<file path="config.mk">
export PLATFORM = sky130hd
export DESIGN_NAME = muldiv_arbiter_flat
export DESIGN_NICKNAME = d
export VERILOG_FILES = /design/src/rtl/muldiv_arbiter_if.sv /design/src/rtl/muldiv_arbiter.sv /design/src/flat_wrapper.sv
export SDC_FILE = /design/constraint.sdc
export NUM_CORES = 1
export LEC_CHECK = 0
export ABC_AREA = 1
export CORE_ASPECT_RATIO = 0.9
export CORE_MARGIN = 4
export CORE_UTILIZATION = 40
export CTS_BUF_LIST = sky130_fd_sc_hd__clkbuf_16
export CTS_CLUSTER_DIAMETER = 50
export DETAILED_ROUTE_END_ITERATION = 16
export HOLD_SLACK_MARGIN = 0.06
export PLACE_DENSITY = 0.9
export SLEW_MARGIN = 20
export SYNTH_ARGS = -nofsm -noshare
export SYNTH_HDL_FRONTEND = slang
export SYNTH_SLANG_ARGS = --single-unit
</file>
<file path="constraint.sdc">
create_clock -name clk -period 1.7 [get_ports clk]
set_input_delay 0.17 -clock clk [delete_from_list [all_inputs] [get_ports clk]]
set_output_delay 0.17 -clock clk [all_outputs]
set_load 0.01 [all_outputs]
</file>
<file path="src/rtl/muldiv_arbiter_if.sv">
// muldiv_arbiter_if: request, response and unit-side signals of the shared M-extension arbiter.
interface muldiv_arbiter_if;
    logic        req0_valid, req1_valid;
    logic        req0_ready, req1_ready;
    logic [31:0] req0_op1, req0_op2, req1_op1, req1_op2;
    logic [2:0]  req0_funct3, req1_funct3;
    logic        rsp0_valid, rsp1_valid;
    logic [31:0] rsp_data;
    logic        rsp_err;
    logic        flush;
    logic [31:0] md_op1, md_op2;
    logic [7:0]  md_op;
    logic        md_we;
    logic [31:0] md_wdata;
    modport slave (
        input  req0_valid, req1_valid, req0_op1, req0_op2, req1_op1, req1_op2,
               req0_funct3, req1_funct3, flush, md_we, md_wdata,
        output req0_ready, req1_ready, rsp0_valid, rsp1_valid, rsp_data, rsp_err,
               md_op1, md_op2, md_op
    );
    modport master (
        output req0_valid, req1_valid, req0_op1, req0_op2, req1_op1, req1_op2,
               req0_funct3, req1_funct3, flush, md_we, md_wdata,
        input  req0_ready, req1_ready, rsp0_valid, rsp1_valid, rsp_data, rsp_err,
               md_op1, md_op2, md_op
    );
endinterface

</file>
<file path="src/rtl/muldiv_arbiter.sv">
// muldiv_arbiter: round-robin sharing of one mul/div unit between two requesters.
// Define MULDIV_ARB_TIMEOUT_EN to enable the busy watchdog (TIMEOUT_CYC cycles).
module muldiv_arbiter #(
    parameter int TIMEOUT_CYC = 64
) (
    input  logic clk,
    input  logic rst_n,
    muldiv_arbiter_if.slave bus
);
    typedef enum logic [1:0] {IDLE, BUSY, DRAIN, RESP} state_t;
    state_t      state, next;
    logic [31:0] op1, op2, res;
    logic [2:0]  f3;
    logic        owner, last, err;
    logic        gnt0, gnt1, acc0, acc1, timeout, pulse0, pulse1;
`ifdef MULDIV_ARB_TIMEOUT_EN
    localparam int CW = $clog2(TIMEOUT_CYC + 1);
    logic [CW-1:0] cnt;
    always_ff @(posedge clk or negedge rst_n)
        if (!rst_n) cnt <= '0;
        else if (state == IDLE) cnt <= '0;
        else if (state == BUSY || state == DRAIN) cnt <= cnt + 1'b1;
    assign timeout = (state == BUSY || state == DRAIN) && cnt == CW'(TIMEOUT_CYC - 1);
`else
    assign timeout = 1'b0;
`endif
    assign gnt1 = bus.req1_valid && (!bus.req0_valid || !last);
    assign gnt0 = bus.req0_valid && !gnt1;
    assign acc0 = state == IDLE && !bus.flush && gnt0;
    assign acc1 = state == IDLE && !bus.flush && gnt1;
    assign bus.req0_ready = acc0;
    assign bus.req1_ready = acc1;
    always_comb begin
        next = state;
        case (state)
            IDLE:    next = (acc0 || acc1) ? BUSY : IDLE;
            BUSY:    next = (bus.flush && !owner) ? (bus.md_we ? IDLE : DRAIN)
                          : (bus.md_we || timeout) ? RESP : BUSY;
            DRAIN:   next = (bus.md_we || timeout) ? IDLE : DRAIN;
            default: next = IDLE;
        endcase
    end
    always_ff @(posedge clk or negedge rst_n)
        if (!rst_n) begin
            state <= IDLE;
            op1   <= '0;
            op2   <= '0;
            f3    <= '0;
            owner <= 1'b0;
            last  <= 1'b1;
            res   <= '0;
            err   <= 1'b0;
        end else begin
            state <= next;
            if (acc0 || acc1) begin
                op1   <= acc1 ? bus.req1_op1 : bus.req0_op1;
                op2   <= acc1 ? bus.req1_op2 : bus.req0_op2;
                f3    <= acc1 ? bus.req1_funct3 : bus.req0_funct3;
                owner <= acc1;
                last  <= acc1;
            end
            // A watchdog exit reaches RESP without md_we, which is what flags the error
            if (state == BUSY && next == RESP) begin
                res <= bus.md_we ? bus.md_wdata : 32'd0;
                err <= !bus.md_we;
            end
        end
    assign pulse0 = state == RESP && !owner && !bus.flush;
    assign pulse1 = state == RESP && owner;
    assign bus.rsp0_valid = pulse0;
    assign bus.rsp1_valid = pulse1;
    assign bus.rsp_data   = (pulse0 || pulse1) ? res : 32'd0;
    assign bus.rsp_err    = (pulse0 || pulse1) && err;
    assign bus.md_op1     = op1;
    assign bus.md_op2     = op2;
    assign bus.md_op      = (state == BUSY || state == DRAIN) ? 8'(8'h01 << f3) : 8'h00;
endmodule

</file>
<file path="src/flat_wrapper.sv">
// flat-port wrapper written by rule: the top's interface ports become plain ports
module muldiv_arbiter_flat 
#(
    parameter int TIMEOUT_CYC = 64
)
  (clk, rst_n, bus_req0_valid, bus_req1_valid, bus_req0_op1, bus_req0_op2, bus_req1_op1, bus_req1_op2, bus_req0_funct3, bus_req1_funct3, bus_flush, bus_md_we, bus_md_wdata, bus_req0_ready, bus_req1_ready, bus_rsp0_valid, bus_rsp1_valid, bus_rsp_data, bus_rsp_err, bus_md_op1, bus_md_op2, bus_md_op);
  muldiv_arbiter_if bus_i ();
  input  logic clk;
  input  logic rst_n;
  input wire logic [$bits(bus_i.req0_valid)-1:0] bus_req0_valid;
  input wire logic [$bits(bus_i.req1_valid)-1:0] bus_req1_valid;
  input wire logic [$bits(bus_i.req0_op1)-1:0] bus_req0_op1;
  input wire logic [$bits(bus_i.req0_op2)-1:0] bus_req0_op2;
  input wire logic [$bits(bus_i.req1_op1)-1:0] bus_req1_op1;
  input wire logic [$bits(bus_i.req1_op2)-1:0] bus_req1_op2;
  input wire logic [$bits(bus_i.req0_funct3)-1:0] bus_req0_funct3;
  input wire logic [$bits(bus_i.req1_funct3)-1:0] bus_req1_funct3;
  input wire logic [$bits(bus_i.flush)-1:0] bus_flush;
  input wire logic [$bits(bus_i.md_we)-1:0] bus_md_we;
  input wire logic [$bits(bus_i.md_wdata)-1:0] bus_md_wdata;
  output wire logic [$bits(bus_i.req0_ready)-1:0] bus_req0_ready;
  output wire logic [$bits(bus_i.req1_ready)-1:0] bus_req1_ready;
  output wire logic [$bits(bus_i.rsp0_valid)-1:0] bus_rsp0_valid;
  output wire logic [$bits(bus_i.rsp1_valid)-1:0] bus_rsp1_valid;
  output wire logic [$bits(bus_i.rsp_data)-1:0] bus_rsp_data;
  output wire logic [$bits(bus_i.rsp_err)-1:0] bus_rsp_err;
  output wire logic [$bits(bus_i.md_op1)-1:0] bus_md_op1;
  output wire logic [$bits(bus_i.md_op2)-1:0] bus_md_op2;
  output wire logic [$bits(bus_i.md_op)-1:0] bus_md_op;
  assign bus_i.req0_valid = bus_req0_valid;
  assign bus_i.req1_valid = bus_req1_valid;
  assign bus_i.req0_op1 = bus_req0_op1;
  assign bus_i.req0_op2 = bus_req0_op2;
  assign bus_i.req1_op1 = bus_req1_op1;
  assign bus_i.req1_op2 = bus_req1_op2;
  assign bus_i.req0_funct3 = bus_req0_funct3;
  assign bus_i.req1_funct3 = bus_req1_funct3;
  assign bus_i.flush = bus_flush;
  assign bus_i.md_we = bus_md_we;
  assign bus_i.md_wdata = bus_md_wdata;
  assign bus_req0_ready = bus_i.req0_ready;
  assign bus_req1_ready = bus_i.req1_ready;
  assign bus_rsp0_valid = bus_i.rsp0_valid;
  assign bus_rsp1_valid = bus_i.rsp1_valid;
  assign bus_rsp_data = bus_i.rsp_data;
  assign bus_rsp_err = bus_i.rsp_err;
  assign bus_md_op1 = bus_i.md_op1;
  assign bus_md_op2 = bus_i.md_op2;
  assign bus_md_op = bus_i.md_op;
  muldiv_arbiter #(.TIMEOUT_CYC(TIMEOUT_CYC)) u_core (.clk(clk), .rst_n(rst_n), .bus(bus_i));
endmodule
</file>
# After elaboration in Yosys (flattened, before gate mapping)
# Cells that the tools add are included.
[op_classes]
eq_ne = 4
shift = 1
mux = 11
n_reduce_logical = 22
[ops]
columns = ["op", "count"]
rows = [
  ["32-bit two-way mux", 4],
  ["1-bit logical AND", 11],
  ["8-bit two-way mux", 1],
  ["1-bit by 3-bit left shift with 8-bit output, first input constant", 1],
  ["2-bit equality test, second input constant", 3],
  ["1-bit logical NOT", 6],
  ["2-bit two-way mux", 3],
  ["2-bit case mux with 3 select lines", 1],
  ["1-bit logical OR", 4],
  ["3-bit two-way mux", 1],
  ["2-bit by 1-bit equality test with 1-bit output, second input constant", 1],
  ["2-bit logical NOT", 1],
  ["1-bit two-way mux", 1],
]
[word_totals]
ff_bits = 104
out_inout_bits = 109

# Longest topological paths before layout
[logic_depth]
ltp_word = 11
depth_mapped = 12

# Worst setup path before layout
# OpenSTA, ideal clock, no wires.
[synth_timing]
kind = "reg2reg"
start = "reg u_core.state[0]"
end = "reg u_core.err"
setup_ns = 0.116
arrival_ns = 1.396
setup_slack_ns = 0.187
stages_incl_launch_ff = 13
n_path_buf = 1
synth_period_minus_slack_ns = 1.513
cell_sequence = "dfrtp_1 > inv_1 > ha_1 > inv_1 > nor2_2 > nand2_1 > nand3_1 > nand2_1 > inv_2 > nand2_4 > buf_6 > nand2_1 > nand2_1"
[synth_via]
elab_chain_len = 8
elab_cells_between_ends = 11
cone_classes = "eq/ne: 3; mux: 2; reduce/logical: 6"
[synth_lines]
columns = ["item", "line", "source"]
rows = [
  ["start: declaration", "muldiv_arbiter.sv:11", "state_t state, next;"],
  ["start signal: assignment", "muldiv_arbiter.sv:54", "state <= next;"],
  ["2-bit logical NOT", "muldiv_arbiter.sv:29, muldiv_arbiter.sv:30, muldiv_arbiter.sv:35", ""],
  ["1-bit logical AND", "muldiv_arbiter.sv:29, muldiv_arbiter.sv:30", ""],
  ["1-bit logical AND, on equally long branches", "muldiv_arbiter.sv:29, muldiv_arbiter.sv:30", ""],
  ["1-bit logical OR", "muldiv_arbiter.sv:36", "IDLE: next = (acc0 || acc1) ? BUSY : IDLE;"],
  ["1-bit two-way mux", "muldiv_arbiter.sv:36", ""],
  ["2-bit case mux with 3 select lines", "muldiv_arbiter.sv:35", "case (state)"],
  ["2-bit equality test", "muldiv_arbiter.sv:63", "if (state == BUSY && next == RESP) begin"],
  ["1-bit logical AND (*)", "muldiv_arbiter.sv:63", ""],
  ["end signal: assignment", "muldiv_arbiter.sv:65", "err <= !bus.md_we;"],
  ["end: declaration", "muldiv_arbiter.sv:14", "logic owner, last, err;"],
]
# Every way passes the cells marked *; elsewhere a longest branch is shown, timed or not.
# A chain may end at the register's enable or synchronous reset.

# Final worst setup path
[layout_timing]
start = "reg u_core.state[0]"
end = "out bus_rsp_data[17]"
[layout_via]
elab_chain_len = 5
elab_cells_between_ends = 6
cone_classes = "eq/ne: 1; mux: 1; reduce/logical: 4"
[layout_lines]
columns = ["item", "line", "source"]
rows = [
  ["2-bit equality test (*)", "muldiv_arbiter.sv:68, muldiv_arbiter.sv:69", ""],
  ["1-bit logical AND (2 in a row)", "muldiv_arbiter.sv:68", "assign pulse0 = state == RESP && !owner && !bus.flush;"],
  ["1-bit logical OR (*)", "muldiv_arbiter.sv:72", "assign bus.rsp_data = (pulse0 || pulse1) ? res : 32'd0;"],
  ["32-bit two-way mux (*)", "muldiv_arbiter.sv:72", ""],
  ["end: declaration", "flat_wrapper.sv:25", "output wire logic [$bits(bus_i.rsp_data)-1:0] bus_rsp_data;"],
]
# Marked as above.

==> reports/results.tsv <==
metric	value	unit
crit_arrival	1.59	ns
final_cells	1166	
dieArea	14890	µm²
core_area	12740	µm²
area_growth	76.21	%
finClkSkew	0.005077	ns
power_density	1321	nW/µm²
via_per_inst	4.969	
yosysMostFrequentCell	nand2_1	
drcViolationCount	0	
synth_edf_count	0	
drive_gt1_share	16.87	%
yosysWarningCount	0	
start_util	40.84	%
synthTopCellsByCount	nand2_1 (252), nand3_1 (164), dfrtp_1 (103)	
clock_latency	0.35	ns
ios	281	
cts_max_level	3	
ys_types	20	
async_flop_share	100.0	%
drv_cap	0	
final-setup-viol-count	47	
crit_path_max_incr_delay	0.40	ns
fin_crit_sh	103.5	%
outcome	finished, violations left	
setup.worst_path.end_class	output port	
rows	39	
crit_type	flop to output port	
setup-tns-final	-1.187	ns
cts_sinks	104	
synth_seq_cells	104	
crit_family	buffers and inverters	
synth_nets	879	
dr.pass1.iters	4	
place_inst	1135	
cts_tree	yes	
cts_root_buf	clkbuf_16	
syn_inst	702	
die_y	116.2	µm
required	1.53	ns
period_needed	1.759	ns
yosysTopAreaCellShare	49.55	%
p_leak	4.410	nW
crit_path_top_delay_cell	dfrtp_1	
worstMarginPinSlew	0.3712	ns
port_buffers	280	
hold_viol	0	
fin_nets	1174	
finalPower	12.11	mW
antenna_found_initial	0	
track_usage	24.19	%
fmax	568.6	MHz
drt_wl_total	19.23	mm
diodes	0	
grt_pass1_vias	5796	
cts_buffers	9	
min_path_type	input port to async pin	
dp_hpwl	13.22	mm
place.gp.congestion	0.8720	
clk_pin_slew_worst_paths	0.07	ns
critPathMaxFanout	8	
syn_area	5201	µm²
grt_max_degree	55	
cp-start-kind	flop	
synthFlopType	dfrtp_1	
yosysTopAreaCell	dfrtp_1	
finalWorstSetupSlack	-0.05875	ns
avgSynthCellArea	7.409	µm²
vias	5794	
path_cells	buf_6 > ha_4 > nand2_8 > buf_12 > buf_16 > nor2_2 > buf_2	
cp_num_buf_inv	4	
ant_nets	0	
grt_pass1_wl	28.37	mm
violations	negative setup slack	
rsz0062_at_grt	true	
routedWlPerCell	16.49	µm
maxSlewViolCount	0	
maxSlewHeadroom	75.25	%
dr.first_iter.drc_count	377	
yosysSeqAreaShare	50.06	%
ir_drop	0.9631	mV
ys_top_cells_by_area	dfrtp_1 (50%), nand2_1 (18%), nand3_1 (16%), inv_1 (5.5%), nor2_1 (3.1%)	
clock_path_buffers	2	
fp.dieW	128.2	µm
grt.overflow.total	0	
==> registers in the layout (all words and copies together) (netlist names) <==
name,count
u_core.bus.md_op2,32
u_core.owner,1
u_core.last,1
u_core.state,2
u_core.bus.md_op1,32
u_core.res,32
u_core.err,1
u_core.f3,3
==> worst register-to-register path, cell delays in order (launching register included) <==
cell and delay, ns:
dfrtp_1 0.40, buf_6 0.13, buf_4 0.13, ha_1 0.16
inv_1 0.13, nand3_4 0.11, nor2_4 0.11, buf_12 0.18
buf_12 0.14, nand3_1 0.09, nand2_1 0.10
==> area by class of cell <==
type	instances	area, µm²
timing repair buffer	326	3342
clock buffer	9	225.2
tap	164	205.2
inverter	81	309.0
fill	925	3571
sequential	104	2604
clock inverter	7	80.08
multi-input combinational	475	2400
==> cells by family after synthesis <==
| family | Yosys count | share of synthesized area, % |
|---|---|---|
| compound gates | 4 | 0.5291 |
| fa+ha+maj | 5 | 1.203 |
| buf+inv | 125 | 10.15 |
| flops | 104 | 50.06 |
| simple gates | 464 | 38.06 |
==> power breakdown <==
group / switching, mW / internal [mW]
combinational: 2.93 / 3.00
clock: 0.908 / 1.27
sequential: 0.573 / 3.44
total: 4.41 / 7.70
==> cells in the final DEF, fill, tap and decap left out, drive strengths merged <==
master         netlist  layout
buf                 26      84
bufinv               0       2
clkbuf              18      16
clkdlybuf4s50        0     234
clkinv               0       4
dfrtp              103     103
dfstp                1       1
dlygate4sd3          0       1
ha                   5       5
inv                 81      82
nand2              253     255
nand3              165     165
nand4                1       1
nor2                45      45
o211ai               3       3
o21ai                1       1
==> routing by layer <==
layer	global-route usage, %	part of all wire, %	vias to the layer above
met5	0	0	-
met4	9.760	3.0	0
met3	7.727	8.3	38
met2	42.66	52	268
met1	27.26	37	2714
li1	-	-	2774
==> stage by stage <==
step	hold WS, ns	setup WS [ns]	util (%)	area (µm²)
after floorplan	-0.1256	0.1873	-	5201
after global placement	0.1062	-0.1051	65.30	8317
after detailed placement	0.1128	-0.1464	65.30	8317
after CTS	0.2784	-0.06359	69.19	8812
after global routing	0.3262	-0.2113	71.96	9165
final	0.2781	-0.05875	71.96	9165
==> repair_timing <==
action | 4_1_cts | 5_1_grt
gates resized for setup | 214 | 87
endpoints found under the hold margin | 25 | 0
hold buffers | 1 | 0
setup endpoints to repair | 78 | 116
pin swaps | 6 | 6
setup buffers | 5 | 1
gates cloned | 4 | 5
==> worst paths after layout <==
kind	startpoint	slack, ns	depth (start not counted)	endpoint
setup reg to reg	u_core.state[1]	-0.05	10	u_core.res[1]
min in group clk	bus_req0_op1[29]	0.37	3	u_core.bus.md_op1[29]
setup / recovery	u_core.state[0]	-0.06	7	bus_rsp_data[17]
max in group asynchronous	rst_n	0.75	3	u_core.bus.md_op2[18]
hold reg to reg	u_core.last	0.46	2	u_core.last
hold / removal	rst_n	0.28	2	u_core.bus.md_op1[10]
(Power assumes the default switching activity.)
